`src/rtl/wb2axilwr_if.sv`:
```
// Pipelined Wishbone write slave and AXI-lite write master signals, grouped for the bridge.
// The slave modport is the bridge's view; the master modport is the WB master and AXI slave side.
interface wb2axilwr_if #(
   parameter int C_AXI_DATA_WIDTH = 32,
   parameter int C_AXI_ADDR_WIDTH = 28
);
   localparam int DW = C_AXI_DATA_WIDTH;
   localparam int AW = C_AXI_ADDR_WIDTH - $clog2(DW/8);

   logic                        i_wb_cyc;
   logic                        i_wb_stb;
   logic                        i_wb_we;
   logic [AW-1:0]               i_wb_addr;
   logic [DW-1:0]               i_wb_data;
   logic [DW/8-1:0]             i_wb_sel;
   logic                        o_wb_stall;
   logic                        o_wb_ack;
   logic                        o_wb_err;

   logic                        o_axi_awvalid;
   logic                        i_axi_awready;
   logic [C_AXI_ADDR_WIDTH-1:0] o_axi_awaddr;
   logic [2:0]                  o_axi_awprot;
   logic                        o_axi_wvalid;
   logic                        i_axi_wready;
   logic [DW-1:0]               o_axi_wdata;
   logic [DW/8-1:0]             o_axi_wstrb;
   logic                        i_axi_bvalid;
   logic                        o_axi_bready;
   logic [1:0]                  i_axi_bresp;

   modport slave (
      input  i_wb_cyc, i_wb_stb, i_wb_we, i_wb_addr, i_wb_data, i_wb_sel,
      output o_wb_stall, o_wb_ack, o_wb_err,
      output o_axi_awvalid, o_axi_awaddr, o_axi_awprot,
      input  i_axi_awready,
      output o_axi_wvalid, o_axi_wdata, o_axi_wstrb,
      input  i_axi_wready,
      input  i_axi_bvalid, i_axi_bresp,
      output o_axi_bready
   );

   modport master (
      output i_wb_cyc, i_wb_stb, i_wb_we, i_wb_addr, i_wb_data, i_wb_sel,
      input  o_wb_stall, o_wb_ack, o_wb_err,
      input  o_axi_awvalid, o_axi_awaddr, o_axi_awprot,
      output i_axi_awready,
      input  o_axi_wvalid, o_axi_wdata, o_axi_wstrb,
      output i_axi_wready,
      output i_axi_bvalid, i_axi_bresp,
      input  o_axi_bready
   );
endinterface

```
`src/rtl/wb2axilwr.sv`:
```
// Wishbone pipelined write -> AXI-lite write bridge; AW/W issue 1 cycle after accept, ack/err 1 cycle after B.
// Stalls on AW/W backpressure, full outstanding window, drain, or a read that cannot be refused yet.
module wb2axilwr #(
   parameter int C_AXI_DATA_WIDTH = 32,
   parameter int C_AXI_ADDR_WIDTH = 28,
   parameter int LGFIFO           = 3
) (
   input  logic           i_clk,
   input  logic           w_reset,
   wb2axilwr_if.slave     bus
);
   localparam int DW  = C_AXI_DATA_WIDTH;
   localparam int LSB = $clog2(DW/8);
   localparam logic [LGFIFO:0] FULL = {1'b1, {LGFIFO{1'b0}}};

   typedef enum logic [1:0] {IDLE, ACTIVE, DRAIN} state_t;

   state_t          state;
   logic [LGFIFO:0] outstanding;
   logic [LGFIFO:0] outstanding_nxt;
   logic            read_err_pending;
   logic            rd_blocked;
   logic            wr_accept;
   logic            rd_accept;
   logic            b_fire;
   logic            b_err;
   logic            drain_trig;
   logic            drain_needed;
   logic            unused;

   assign unused = bus.i_axi_bresp[0];

   assign bus.o_axi_awprot = 3'b000;
   assign bus.o_axi_bready = !w_reset;

   // Reads are answered with an error, but only once every earlier write has retired.
   assign rd_blocked = bus.i_wb_stb && !bus.i_wb_we
                    && (outstanding != '0 || bus.o_axi_awvalid || bus.o_axi_wvalid);

   assign bus.o_wb_stall = (bus.o_axi_awvalid && !bus.i_axi_awready)
                        || (bus.o_axi_wvalid && !bus.i_axi_wready)
                        || (outstanding == FULL)
                        || (state == DRAIN)
                        || read_err_pending
                        || rd_blocked;

   assign wr_accept = bus.i_wb_cyc && bus.i_wb_stb && !bus.o_wb_stall && bus.i_wb_we;
   assign rd_accept = bus.i_wb_cyc && bus.i_wb_stb && !bus.o_wb_stall && !bus.i_wb_we;
   // A stray response with nothing in flight is dropped entirely.
   assign b_fire    = bus.i_axi_bvalid && bus.o_axi_bready && (outstanding != '0);
   assign b_err     = bus.i_axi_bresp[1];

   assign drain_trig   = !bus.i_wb_cyc || (b_fire && b_err);
   assign drain_needed = (outstanding > {{LGFIFO{1'b0}}, b_fire})
                      || bus.o_axi_awvalid || bus.o_axi_wvalid || wr_accept;

   always_comb begin
      outstanding_nxt = outstanding;
      if (wr_accept && !b_fire)
         outstanding_nxt = outstanding + 1'b1;
      else if (!wr_accept && b_fire)
         outstanding_nxt = outstanding - 1'b1;
   end

   always_ff @(posedge i_clk) begin
      if (w_reset) begin
         state             <= IDLE;
         outstanding       <= '0;
         read_err_pending  <= 1'b0;
         bus.o_axi_awvalid <= 1'b0;
         bus.o_axi_wvalid  <= 1'b0;
         bus.o_wb_ack      <= 1'b0;
         bus.o_wb_err      <= 1'b0;
      end else begin
         outstanding      <= outstanding_nxt;
         read_err_pending <= rd_accept;
         bus.o_wb_ack     <= (state == ACTIVE) && b_fire && !b_err && bus.i_wb_cyc;
         bus.o_wb_err     <= rd_accept
                          || ((state == ACTIVE) && b_fire && b_err && bus.i_wb_cyc);

         if (wr_accept) begin
            bus.o_axi_awvalid <= 1'b1;
            bus.o_axi_wvalid  <= 1'b1;
         end else begin
            if (bus.i_axi_awready)
               bus.o_axi_awvalid <= 1'b0;
            if (bus.i_axi_wready)
               bus.o_axi_wvalid <= 1'b0;
         end

         case (state)
            IDLE:
               if (wr_accept)
                  state <= ACTIVE;
            ACTIVE:
               if (drain_trig && drain_needed)
                  state <= DRAIN;
               else if (outstanding_nxt == '0)
                  state <= IDLE;
            DRAIN:
               if (outstanding == '0 && !bus.o_axi_awvalid && !bus.o_axi_wvalid)
                  state <= IDLE;
            default:
               state <= IDLE;
         endcase
      end
   end

   always_ff @(posedge i_clk) begin
      if (wr_accept) begin
         bus.o_axi_awaddr <= {bus.i_wb_addr, {LSB{1'b0}}};
         bus.o_axi_wdata  <= bus.i_wb_data;
         bus.o_axi_wstrb  <= bus.i_wb_sel;
      end
   end
endmodule
```
`src/flat_wrapper.sv`:
```
// flat-port wrapper written by rule: the top's interface ports become plain ports
module wb2axilwr_flat 
#(
   parameter int C_AXI_DATA_WIDTH = 32,
   parameter int C_AXI_ADDR_WIDTH = 28,
   parameter int LGFIFO           = 3
)
  (i_clk, w_reset, bus_i_wb_cyc, bus_i_wb_stb, bus_i_wb_we, bus_i_wb_addr, bus_i_wb_data, bus_i_wb_sel, bus_o_wb_stall, bus_o_wb_ack, bus_o_wb_err, bus_o_axi_awvalid, bus_o_axi_awaddr, bus_o_axi_awprot, bus_i_axi_awready, bus_o_axi_wvalid, bus_o_axi_wdata, bus_o_axi_wstrb, bus_i_axi_wready, bus_i_axi_bvalid, bus_i_axi_bresp, bus_o_axi_bready);
  wb2axilwr_if #(.C_AXI_DATA_WIDTH(C_AXI_DATA_WIDTH), .C_AXI_ADDR_WIDTH(C_AXI_ADDR_WIDTH)) bus_i ();
  input  logic i_clk;
  input  logic w_reset;
  input wire logic [$bits(bus_i.i_wb_cyc)-1:0] bus_i_wb_cyc;
  input wire logic [$bits(bus_i.i_wb_stb)-1:0] bus_i_wb_stb;
  input wire logic [$bits(bus_i.i_wb_we)-1:0] bus_i_wb_we;
  input wire logic [$bits(bus_i.i_wb_addr)-1:0] bus_i_wb_addr;
  input wire logic [$bits(bus_i.i_wb_data)-1:0] bus_i_wb_data;
  input wire logic [$bits(bus_i.i_wb_sel)-1:0] bus_i_wb_sel;
  output wire logic [$bits(bus_i.o_wb_stall)-1:0] bus_o_wb_stall;
  output wire logic [$bits(bus_i.o_wb_ack)-1:0] bus_o_wb_ack;
  output wire logic [$bits(bus_i.o_wb_err)-1:0] bus_o_wb_err;
  output wire logic [$bits(bus_i.o_axi_awvalid)-1:0] bus_o_axi_awvalid;
  output wire logic [$bits(bus_i.o_axi_awaddr)-1:0] bus_o_axi_awaddr;
  output wire logic [$bits(bus_i.o_axi_awprot)-1:0] bus_o_axi_awprot;
  input wire logic [$bits(bus_i.i_axi_awready)-1:0] bus_i_axi_awready;
  output wire logic [$bits(bus_i.o_axi_wvalid)-1:0] bus_o_axi_wvalid;
  output wire logic [$bits(bus_i.o_axi_wdata)-1:0] bus_o_axi_wdata;
  output wire logic [$bits(bus_i.o_axi_wstrb)-1:0] bus_o_axi_wstrb;
  input wire logic [$bits(bus_i.i_axi_wready)-1:0] bus_i_axi_wready;
  input wire logic [$bits(bus_i.i_axi_bvalid)-1:0] bus_i_axi_bvalid;
  input wire logic [$bits(bus_i.i_axi_bresp)-1:0] bus_i_axi_bresp;
  output wire logic [$bits(bus_i.o_axi_bready)-1:0] bus_o_axi_bready;
  assign bus_i.i_wb_cyc = bus_i_wb_cyc;
  assign bus_i.i_wb_stb = bus_i_wb_stb;
  assign bus_i.i_wb_we = bus_i_wb_we;
  assign bus_i.i_wb_addr = bus_i_wb_addr;
  assign bus_i.i_wb_data = bus_i_wb_data;
  assign bus_i.i_wb_sel = bus_i_wb_sel;
  assign bus_o_wb_stall = bus_i.o_wb_stall;
  assign bus_o_wb_ack = bus_i.o_wb_ack;
  assign bus_o_wb_err = bus_i.o_wb_err;
  assign bus_o_axi_awvalid = bus_i.o_axi_awvalid;
  assign bus_o_axi_awaddr = bus_i.o_axi_awaddr;
  assign bus_o_axi_awprot = bus_i.o_axi_awprot;
  assign bus_i.i_axi_awready = bus_i_axi_awready;
  assign bus_o_axi_wvalid = bus_i.o_axi_wvalid;
  assign bus_o_axi_wdata = bus_i.o_axi_wdata;
  assign bus_o_axi_wstrb = bus_i.o_axi_wstrb;
  assign bus_i.i_axi_wready = bus_i_axi_wready;
  assign bus_i.i_axi_bvalid = bus_i_axi_bvalid;
  assign bus_i.i_axi_bresp = bus_i_axi_bresp;
  assign bus_o_axi_bready = bus_i.o_axi_bready;
  wb2axilwr #(.C_AXI_DATA_WIDTH(C_AXI_DATA_WIDTH), .C_AXI_ADDR_WIDTH(C_AXI_ADDR_WIDTH), .LGFIFO(LGFIFO)) u_core (.i_clk(i_clk), .w_reset(w_reset), .bus(bus_i));
endmodule
```
`config.mk`:
```
export PLATFORM = sky130hd
export DESIGN_NAME = wb2axilwr_flat
export DESIGN_NICKNAME = d
export VERILOG_FILES = /design/src/rtl/wb2axilwr_if.sv /design/src/rtl/wb2axilwr.sv /design/src/flat_wrapper.sv
export SDC_FILE = /design/constraint.sdc
export NUM_CORES = 1
export LEC_CHECK = 0
export CORE_MARGIN = 2
export CORE_UTILIZATION = 52
export CTS_CLUSTER_DIAMETER = 120
export CTS_CLUSTER_SIZE = 20
export DETAILED_ROUTE_END_ITERATION = 7
export DONT_BUFFER_PORTS = 1
export PLACE_DENSITY = 0.65
export SLEW_MARGIN = 20
export SYNTH_ARGS = -nofsm -noshare
export SYNTH_HDL_FRONTEND = slang
export SYNTH_SLANG_ARGS = --single-unit
```
`constraint.sdc`:
```
create_clock -name i_clk -period 3.18 [get_ports i_clk]
set_input_delay 0 -clock i_clk [delete_from_list [all_inputs] [get_ports i_clk]]
set_output_delay 0 -clock i_clk [all_outputs]
set_load 0.05 [all_outputs]
```
==> results of run 1 <==
## layout make-up
cell class	instances	area [sq um]
sequential	73	2080
antenna	1	2.50
clock buffer	9	124
clock inverter	6	60.1
tap	67	83.8
multi-input combinational	65	423
fill	309	1240
timing repair buffer	72	713
inverter	6	22.5
## power by group through the flow
stage | combinational, mW | sequential (mW) | clock (mW)
2_1_floorplan | 0.129 | 1.22 | 0
3_3_place_gp | 0.144 | 1.23 | 0
3_5_place_dp | 0.150 | 1.23 | 0
4_1_cts | 0.220 | 1.21 | 0.681
5_1_grt | 0.241 | 1.21 | 0.743
6_report | 0.224 | 1.21 | 0.687
## kinds of logic after synthesis
logic type / after synthesis / share of synthesized area [%]
xor gates and xnor gates: 3 / 1.02
AOI/OAI and AO/OA: 13 / 3.80
muxes: 4 / 1.56
other: 1 / 0.146
DFF: 73 / 81.1
and+or+nand+nor: 37 / 7.90
buffers and inverters: 13 / 2.97
adders and majority gates: 3 / 1.46
## per-stage QoR
stage / std cells / utilization [%] / power, mW / worst slack [ns]
floorplan: 151 / - / 1.35 / 0.459
global placement: 214 / 55.4 / 1.37 / 0.887
detailed placement: 214 / 55.4 / 1.38 / 0.801
CTS: 298 / 73.8 / 2.11 / 0.805
global route: 299 / 73.8 / 2.20 / 0.584
finish: 299 / 73.8 / 2.12 / 0.770
## sequential cells by signal, indices dropped and copies added (netlist names)
register                  count
u_core.bus.o_wb_err           1
u_core.read_err_pending       1
u_core.bus.o_axi_wvalid       1
u_core.outstanding            4
u_core.bus.o_axi_wdata       32
u_core.state                  2
u_core.bus.o_axi_wstrb        4
u_core.bus.o_wb_ack           1
u_core.bus.o_axi_awaddr      26
u_core.bus.o_axi_awvalid      1
## worst min-delay path, stage by stage
cell and delay, ns:
sky130_fd_sc_hd__o21ai_0 0.06, sky130_fd_sc_hd__o311ai_1 0.12, sky130_fd_sc_hd__o211ai_1 0.11, sky130_fd_sc_hd__a31oi_1 0.05
## layout by cell type, fill, tap and decap left out, types with 2 or more instances in the layout
| cell | count |
|---|---|
| sky130_fd_sc_hd__dlygate4sd3_1 | 69 |
| sky130_fd_sc_hd__edfxtp_1 | 62 |
| sky130_fd_sc_hd__dfxtp_1 | 11 |
| sky130_fd_sc_hd__nor2_1 | 9 |
| sky130_fd_sc_hd__clkbuf_8 | 9 |
| sky130_fd_sc_hd__nand2_1 | 8 |
| sky130_fd_sc_hd__inv_1 | 5 |
| sky130_fd_sc_hd__conb_1 | 5 |
| sky130_fd_sc_hd__mux2i_1 | 4 |
| sky130_fd_sc_hd__and3_1 | 3 |
| sky130_fd_sc_hd__nand2b_1 | 3 |
| sky130_fd_sc_hd__o21ai_0 | 3 |
| sky130_fd_sc_hd__ha_1 | 3 |
| sky130_fd_sc_hd__buf_4 | 3 |
| sky130_fd_sc_hd__nor2b_1 | 2 |
| sky130_fd_sc_hd__a21oi_1 | 2 |
| sky130_fd_sc_hd__xnor2_1 | 2 |
| sky130_fd_sc_hd__nor4_1 | 2 |
| sky130_fd_sc_hd__clkinv_2 | 2 |
## worst min-delay path by stage
stage                     start                     endpoint  slack, ns  cells after the start
5_1_grt        bus_i_axi_bvalid        u_core.outstanding[1]       0.07                      3
3_3_place_gp            w_reset      u_core.bus.o_axi_wvalid       0.07                      1
2_1_floorplan  bus_i_wb_addr[8]  u_core.bus.o_axi_awaddr[10]        0.1                      0
3_5_place_dp            w_reset      u_core.bus.o_axi_wvalid       0.07                      1
4_1_cts            bus_i_wb_cyc              u_core.state[0]       0.04                      4
6_report           bus_i_wb_cyc              u_core.state[0]       0.05                      4
## per-layer routing
layer	wire, microns	vias up
li1	-	701
met1	2110	743
met2	3140	94
met3	503	4
met4	54	0
met5	0	-
## repair_timing
action                                 4_1_cts  5_1_grt
resized for setup                            0        0
hold buffers                                69        0
endpoints found under the hold margin       73        0
==> results.txt, run 1 <==
Leakage component of the power: 1.26 nW. The clock passes through at most 2 buffers. For the count of standard-cell rows, the log shows 25.

Input and output buffers added on the ports amount to 0. The top cell type by area accounts for 72.5% of the synthesized area. The worst setup path is captured at a flop.

Detailed placement ended at an HPWL of 3270 microns. The floorplan step defined a core boundary enclosing 0.00475 sq mm. In this run, synthesis produced a sequential element count of 73. The number of buffers and inverters on the critical path is 3, and the total count of max-transition violations in the final report is 0. The cell sitting at the root of the clock tree is a sky130_fd_sc_hd__clkbuf_8. Path type of the worst setup path: reg -> reg. In this run, the clock network consumes 32.4% of the power. In the routed design, unresolved DRC markers number 0. Dividing the detail-routed via count by the number of cells gives 5.16. Once placement finished, the instance area stood at 0.00263 sq mm. Number of antenna violations at the first check in global routing: 1. Across all register-to-register paths, the minimum setup slack is 0.77 ns.

Synthesis produced a netlist whose cell count is 147. Headroom to the max-slew limit came out at 62.4%. In the synthesized netlist, the cells that appear most often are sky130_fd_sc_hd__edfxtp_1, sky130_fd_sc_hd__dfxtp_1, sky130_fd_sc_hd__nor2_1.

The tools report the capturing element of the worst setup path as u_core.bus.o_axi_awaddr[23]. The share of total power consumed by net switching works out to 27.2%. The H-tree was split into 3 levels. The final critical delay including setup and external delays came out at 2.41 ns.

The number of primary I/O pins is 145. Of the total power, combinational logic draws 10.6%. The remaining antenna violation count is 0.

The critical path startpoint category is a flop. The TritonCTS sink count was 73; the final worst-path cycle share was 75.8%. The number of buffers added by the clock tree synthesis step is 9. Walking the worst path, the cells encountered are inv_1, ha_1, a311oi_2, nand4_2, inv_2, buf_4. The most used routing layer in global routing was met2. For this run, the slowest stage of the critical path takes 0.45 ns.

In the post-synthesis netlist, the cell with the most instances is sky130_fd_sc_hd__edfxtp_1. Clock skew on the completed layout was measured at 0.00809 ns. Among all flip-flop cells after synthesis, the most frequent one is sky130_fd_sc_hd__edfxtp_1.

The average instance area after synthesis was 17.5 sq um. For this run, asynchronously set or reset flops after synthesis account for 0%. The post-synthesis to final-layout area growth came out at 36.8%.

Switching power: 576 uW. The detailed-routing iteration count for the pre-antenna-repair pass is 4, and the total negative slack is 0 ns. The final layout contains routed wiring with a total length of 5810 microns.

Of the cells placed in the final design, the portion with a size suffix greater than 1 is 8.66%. Via count of the routed design: 1,542. Setup repair after global routing left no endpoint under its margin.

The worst hold path belongs to the class in -> reg. The ratio of total power to cell area works out to 603 mW/mm^2. Post-synthesis cell type with the largest combined area: sky130_fd_sc_hd__edfxtp_1.

Clock-pin slew was measured on the worst setup and hold paths at 0.07 ns. The via count of the first global-routing pass was 1,490; the global-route total usage across every layer was 21.1%. The number of gates on the worst path with buffers counted came out at 6. In the final routed layout, each cell accounts on average for 19.4 microns.

Along the worst path, the maximum fanout reaches 34. The maximum number of pins on one net before global-route repair is 35. After routing the design area is 0.00351 sq mm. The cell area that synthesis handed to floorplanning was 0.00257 sq mm. By area the synthesized netlist is led by sky130_fd_sc_hd__edfxtp_1, sky130_fd_sc_hd__dfxtp_1, sky130_fd_sc_hd__mux2i_1, sky130_fd_sc_hd__buf_4, sky130_fd_sc_hd__ha_1. The floorplan step defined a die boundary enclosing 0.00551 sq mm. The largest individual stage delay along the critical path comes from the cell sky130_fd_sc_hd__dfxtp_1.

The tools report the startpoint of the most critical setup path as u_core.outstanding[1]. The total overflow left after global routing is 0. In the global route stage, met1 resource usage came out at 22.9%. TritonCTS built the clock tree. During synthesis, Yosys emitted a total of 0 warnings.

The tools report the met3 track demand over resource as 8.40%. The share of synthesized area occupied by flip-flops and latches is 81.1%. The violation count after the first detailed-route iteration came out at 166. In the final design database the tool counted 302 nets. Design internal power: 1.54 mW.

The final setup violation count came out at 0. The die is 74.3 microns wide. The tools report the number of failing hold endpoints at the final stage as 0.

The number of enable flip-flop cells after synthesis is 62. For the max-cap violation count, the log shows 0. STA puts the critical path data required time at 3.17 ns. The origin of the critical flop-to-flop path is u_core.outstanding[1]. For the number of buffers inserted to repair setup after CTS, the log shows 0. Hold is met by 0.0492 ns. For the worst ir drop on vdd, the log shows 0.360 mV. For the pin with the worst max-slew slack, the measured transition is 0.563 ns. Cell family contributing the most delay on the critical path: buffers and inverters. The first global-routing pass estimated 8120 microns of wire.

For this run, the top clock speed supported by timing is 415 MHz. The flow ran to the end, and the final reports show no timing, DRC or antenna violations. The number of distinct library cells after synthesis is 38, and the global placer's final weighted congestion is 0.890. Measured along the y axis, the die boundary spans 74.3 microns. The endpoint identified for the worst register-to-register timing path is u_core.bus.o_axi_awaddr[23]. The clock reaches the later pin of the worst-skew pair after 0.34 ns.

For this configuration, the core starts out at a cell density of 54.0%. Global routing used 37.0% of the available met2 tracks. The worst register-to-register path has a depth of 6. The arrival time at the worst endpoint was 2.40 ns; the share of total power in sequential cells was 57.0%.
No activity file was read; power rests on OpenSTA's default activity.
==> run 2: changes to the inputs <==
clock period = 2.3 ns   (was 3.18 ns; I/O delays follow)
==> run 2 against run 1 <==
  * Sequential cell count unchanged
  * Non-clock buffer count rose by 6
  * Largest power group unchanged
  * Cell area grew 2.7%
  * Cell count increased by 2.3%
  * Clock-buffer cell count stayed put
  * First-iteration DRC count decreased by 32%
  * Combinational power grew 56%
  * Worst hold slack worse by 0.023 ns
  * Maximum frequency grew 10%
  * Total power up 42%
  * Register-to-register slack worse by 0.65 ns
  * Via count is 4.2% higher
==> results.txt, run 2 (synthesis results as in run 1) <==
The maximum number of pins on one net before global-route repair was 39 (+11%). The flow ran to the end, and the final reports show no timing, DRC or antenna violations. The maximum net fanout on the critical path works out to 6 (-82%). The via count of the first global-routing pass is 1,526 (+2.4%). The TritonCTS sink count was 73 (unchanged); the number of buffers inserted by port buffering was 0 (unchanged). The worst-case clock skew was 0.00803 ns (-0.0000514 ns). The clock slew seen by the registers of the worst setup and hold paths is 0.07 ns (about the same). u_core.bus.o_axi_wdata holds more flip-flops than any other register.

For the share of total power in sequential cells, the log shows 55.6% (-1.4 points). The required time of the worst setup path was 2.58 ns (-0.59 ns); the number of buffers added by the clock tree synthesis step was 9 (unchanged). The arrival time at the worst endpoint was 2.46 ns (+0.06 ns). The share of total power consumed by net switching was 27.8% (+0.65 points). The worst slack after detailed placement is 0.0929 ns (-0.709 ns). The tree is rooted in a sky130_fd_sc_hd__clkbuf_8.

For the design internal power, the log shows 2.16 mW (+40%). Capturing element of the worst setup path: u_core.state[0]. The net total in the final layout was 309 (+2.3%); the wire length of the first global-routing pass was 8400 microns (+3.5%). The worst hold slack is 0.0260 ns (-0.0232 ns). The min-delay analysis places its worst path in the category in -> reg.

The tools report the violation count after the first detailed-route iteration as 113 (-32%). For the total count of max-transition violations in the final report, the log shows 0 (unchanged). The final worst-path cycle share is 94.9% (+19 points).

The worst setup path is of the reg -> reg kind. The post-synthesis to final-layout area growth is 40.5%. The count of standard-cell rows was 25 (unchanged). The run gives 0.00475 sq mm (unchanged) as the placeable core area. The logs give 3460 microns (+5.8%) for the total half-perimeter wirelength after legalization and detailed placement and 0 (unchanged) for the final setup violation count.

STA classifies the critical path startpoint as a flop. The tools report the fraction of power consumed by the clock network as 32.7% (+0.3 points). Most common cell after layout, fill and taps aside: sky130_fd_sc_hd__dlygate4sd3_1. The global placer's final weighted congestion came out at 0.941 (+5.8%). The length in cells of the worst reg-to-reg path is 8 (+2).

The run gives 0 (unchanged) as the number of failing hold endpoints at the final stage. The number of primary I/O pins came out at 145 (unchanged). The largest registers in the layout are u_core.bus.o_axi_wdata x32, u_core.bus.o_axi_awaddr x26. The logs give 303 (-1.9%) for the filler cell count and 22.0% (+0.83 points) for the global-route total usage across every layer. The final critical-path setup slack was 0.118 ns (-0.651 ns). Setup repair after global routing left no endpoint under its margin.

The headroom to the max-slew limit was 64.9% (+2.4 points); the number of antenna violations at the first check in global routing was 0 (-1). The ratio of total power to cell area works out to 832 mW/mm^2 (+38%). The worst setup path is captured at a flop.

The wire length reported by the detailed router was 6260 microns (+7.8%); the full die area was 0.00551 sq mm (unchanged). The startpoint of the most critical setup path was u_core.outstanding[0]. The total negative slack is 0 ns (unchanged).

TritonCTS built the clock tree. The layout cell share with drive strength beyond 1 works out to 14.6% (+6.0 points). The via count of the routed design is 1,606 (+4.2%), and the count of inserted antenna diode cells is 0 (-1). The run gives 458 MHz (+10%) as the timing-limited maximum frequency. Origin of the critical flop-to-flop path: u_core.outstanding[0]. Height of the die: 74.3 microns (unchanged). The tools report the switching power as 835 uW (+45%).

The run gives 0 (unchanged) as the remaining global-route overflow. Max-cap violation count: 0 (unchanged). The run gives 2 (unchanged) as the maximum clock insertion buffer count. The effective utilization at floorplan was 54.0% (unchanged). The DRC violations left was 0 (unchanged); the total number of H-tree levels was 3 (unchanged).

The logs give 0 (unchanged) for the remaining antenna violation count and 11.7% (+1.1 points) for the combinational share of power. In the layout the commonest cells are sky130_fd_sc_hd__dlygate4sd3_1, sky130_fd_sc_hd__edfxtp_1, sky130_fd_sc_hd__nor2_1, sky130_fd_sc_hd__clkbuf_8, sky130_fd_sc_hd__dfxtp_1. The power after layout was 3.00 mW (+42%); the number of buffers inserted to repair setup after CTS was 0 (unchanged). The slew at the pin closest to its max-slew limit is 0.526 ns (-0.0365 ns), and the worst ir drop on vdd is 0.560 mV (+56%).

For the leakage component of the power, the log shows 1.30 nW (+3.3%). The tools report the capturing point of the worst reg2reg path as u_core.state[0]. The clock latency at the later pin of the worst-skew pair was 0.35 ns (about the same); the final critical delay including setup and external delays was 2.18 ns (-0.229 ns). The detailed-routing iteration count for the pre-antenna-repair pass came out at 4 (unchanged). Detailed-route vias per instance: 5.25 (+1.8%). The die width is 74.3 microns (unchanged), and the number of flip-flops under the largest register name is 32 (unchanged).

For the register-to-register path setup slack, the log shows 0.12 ns (-0.65 ns). The average wire per cell in the routed design came out at 20.5 microns (+5.3%).
==> run 2: critical path, cell delays in order, from the launching register on <==
cell and delay (ns):
sky130_fd_sc_hd__dfxtp_2 0.35, sky130_fd_sc_hd__inv_2 0.09, sky130_fd_sc_hd__ha_2 0.20, sky130_fd_sc_hd__or3b_4 0.40, sky130_fd_sc_hd__and3_2 0.27, sky130_fd_sc_hd__xnor2_1 0.18, sky130_fd_sc_hd__o311ai_1 0.32, sky130_fd_sc_hd__o211ai_1 0.16
sky130_fd_sc_hd__a31oi_1 0.15
==> run 2: per-stage QoR <==
stage	utilization [%]	instance area, sq um	std cells
6_report	75.8	3610	306
3_5_place_dp	56.8	2700	220
2_1_floorplan	-	2590	151
5_1_grt	75.8	3610	306
4_1_cts	75.3	3580	305
3_3_place_gp	56.8	2700	220
==> run 2: area by class of cell <==
cell class,count,area [sq um],area share [%]
clock buffer,9,124,3.44
timing repair buffer,78,771,21.4
multi-input combinational,65,438,12.1
sequential,73,2080,57.8
tap,67,83.8,2.32
timing repair inverter,1,6.26,0.173
inverter,6,30.0,0.833
clock inverter,7,68.8,1.91
==> run 2: metal layers <==
metal	wire length [microns]	global-route usage [%]	vias up
met2	3540	39.7	88
met3	525	9.21	11
met4	99	8.33	0
met5	0	0	-
met1	2100	22.7	789
li1	-	-	718
==> run 2: how the worst min path moves through the flow <==
| stage | start | end | slack (ns) | cells past startpoint |
|---|---|---|---|---|
| after floorplan | bus_i_wb_addr[8] | u_core.bus.o_axi_awaddr[10] | 0.1 | 0 |
| after global placement | w_reset | u_core.bus.o_axi_wvalid | 0.07 | 1 |
| after detailed placement | w_reset | u_core.bus.o_axi_wvalid | 0.07 | 1 |
| after CTS | bus_i_wb_we | u_core.read_err_pending | 0.02 | 3 |
| after global routing | bus_i_wb_we | u_core.read_err_pending | 0.04 | 3 |
| final | bus_i_wb_we | u_core.read_err_pending | 0.03 | 3 |
==> run 2: what timing repair did <==
item	CTS	global route
resized for setup	0	8
hold buffers	69	0
hold endpoints to repair	73	0
endpoints found under the setup margin	0	3
==> run 2: power by group through the flow <==
stage	registers, mW	logic, mW	clock network (mW)
6_report	1.67	0.350	0.982
5_1_grt	1.67	0.373	1.06
4_1_cts	1.66	0.326	0.981
3_5_place_dp	1.69	0.225	0
3_3_place_gp	1.69	0.219	0
2_1_floorplan	1.69	0.180	0
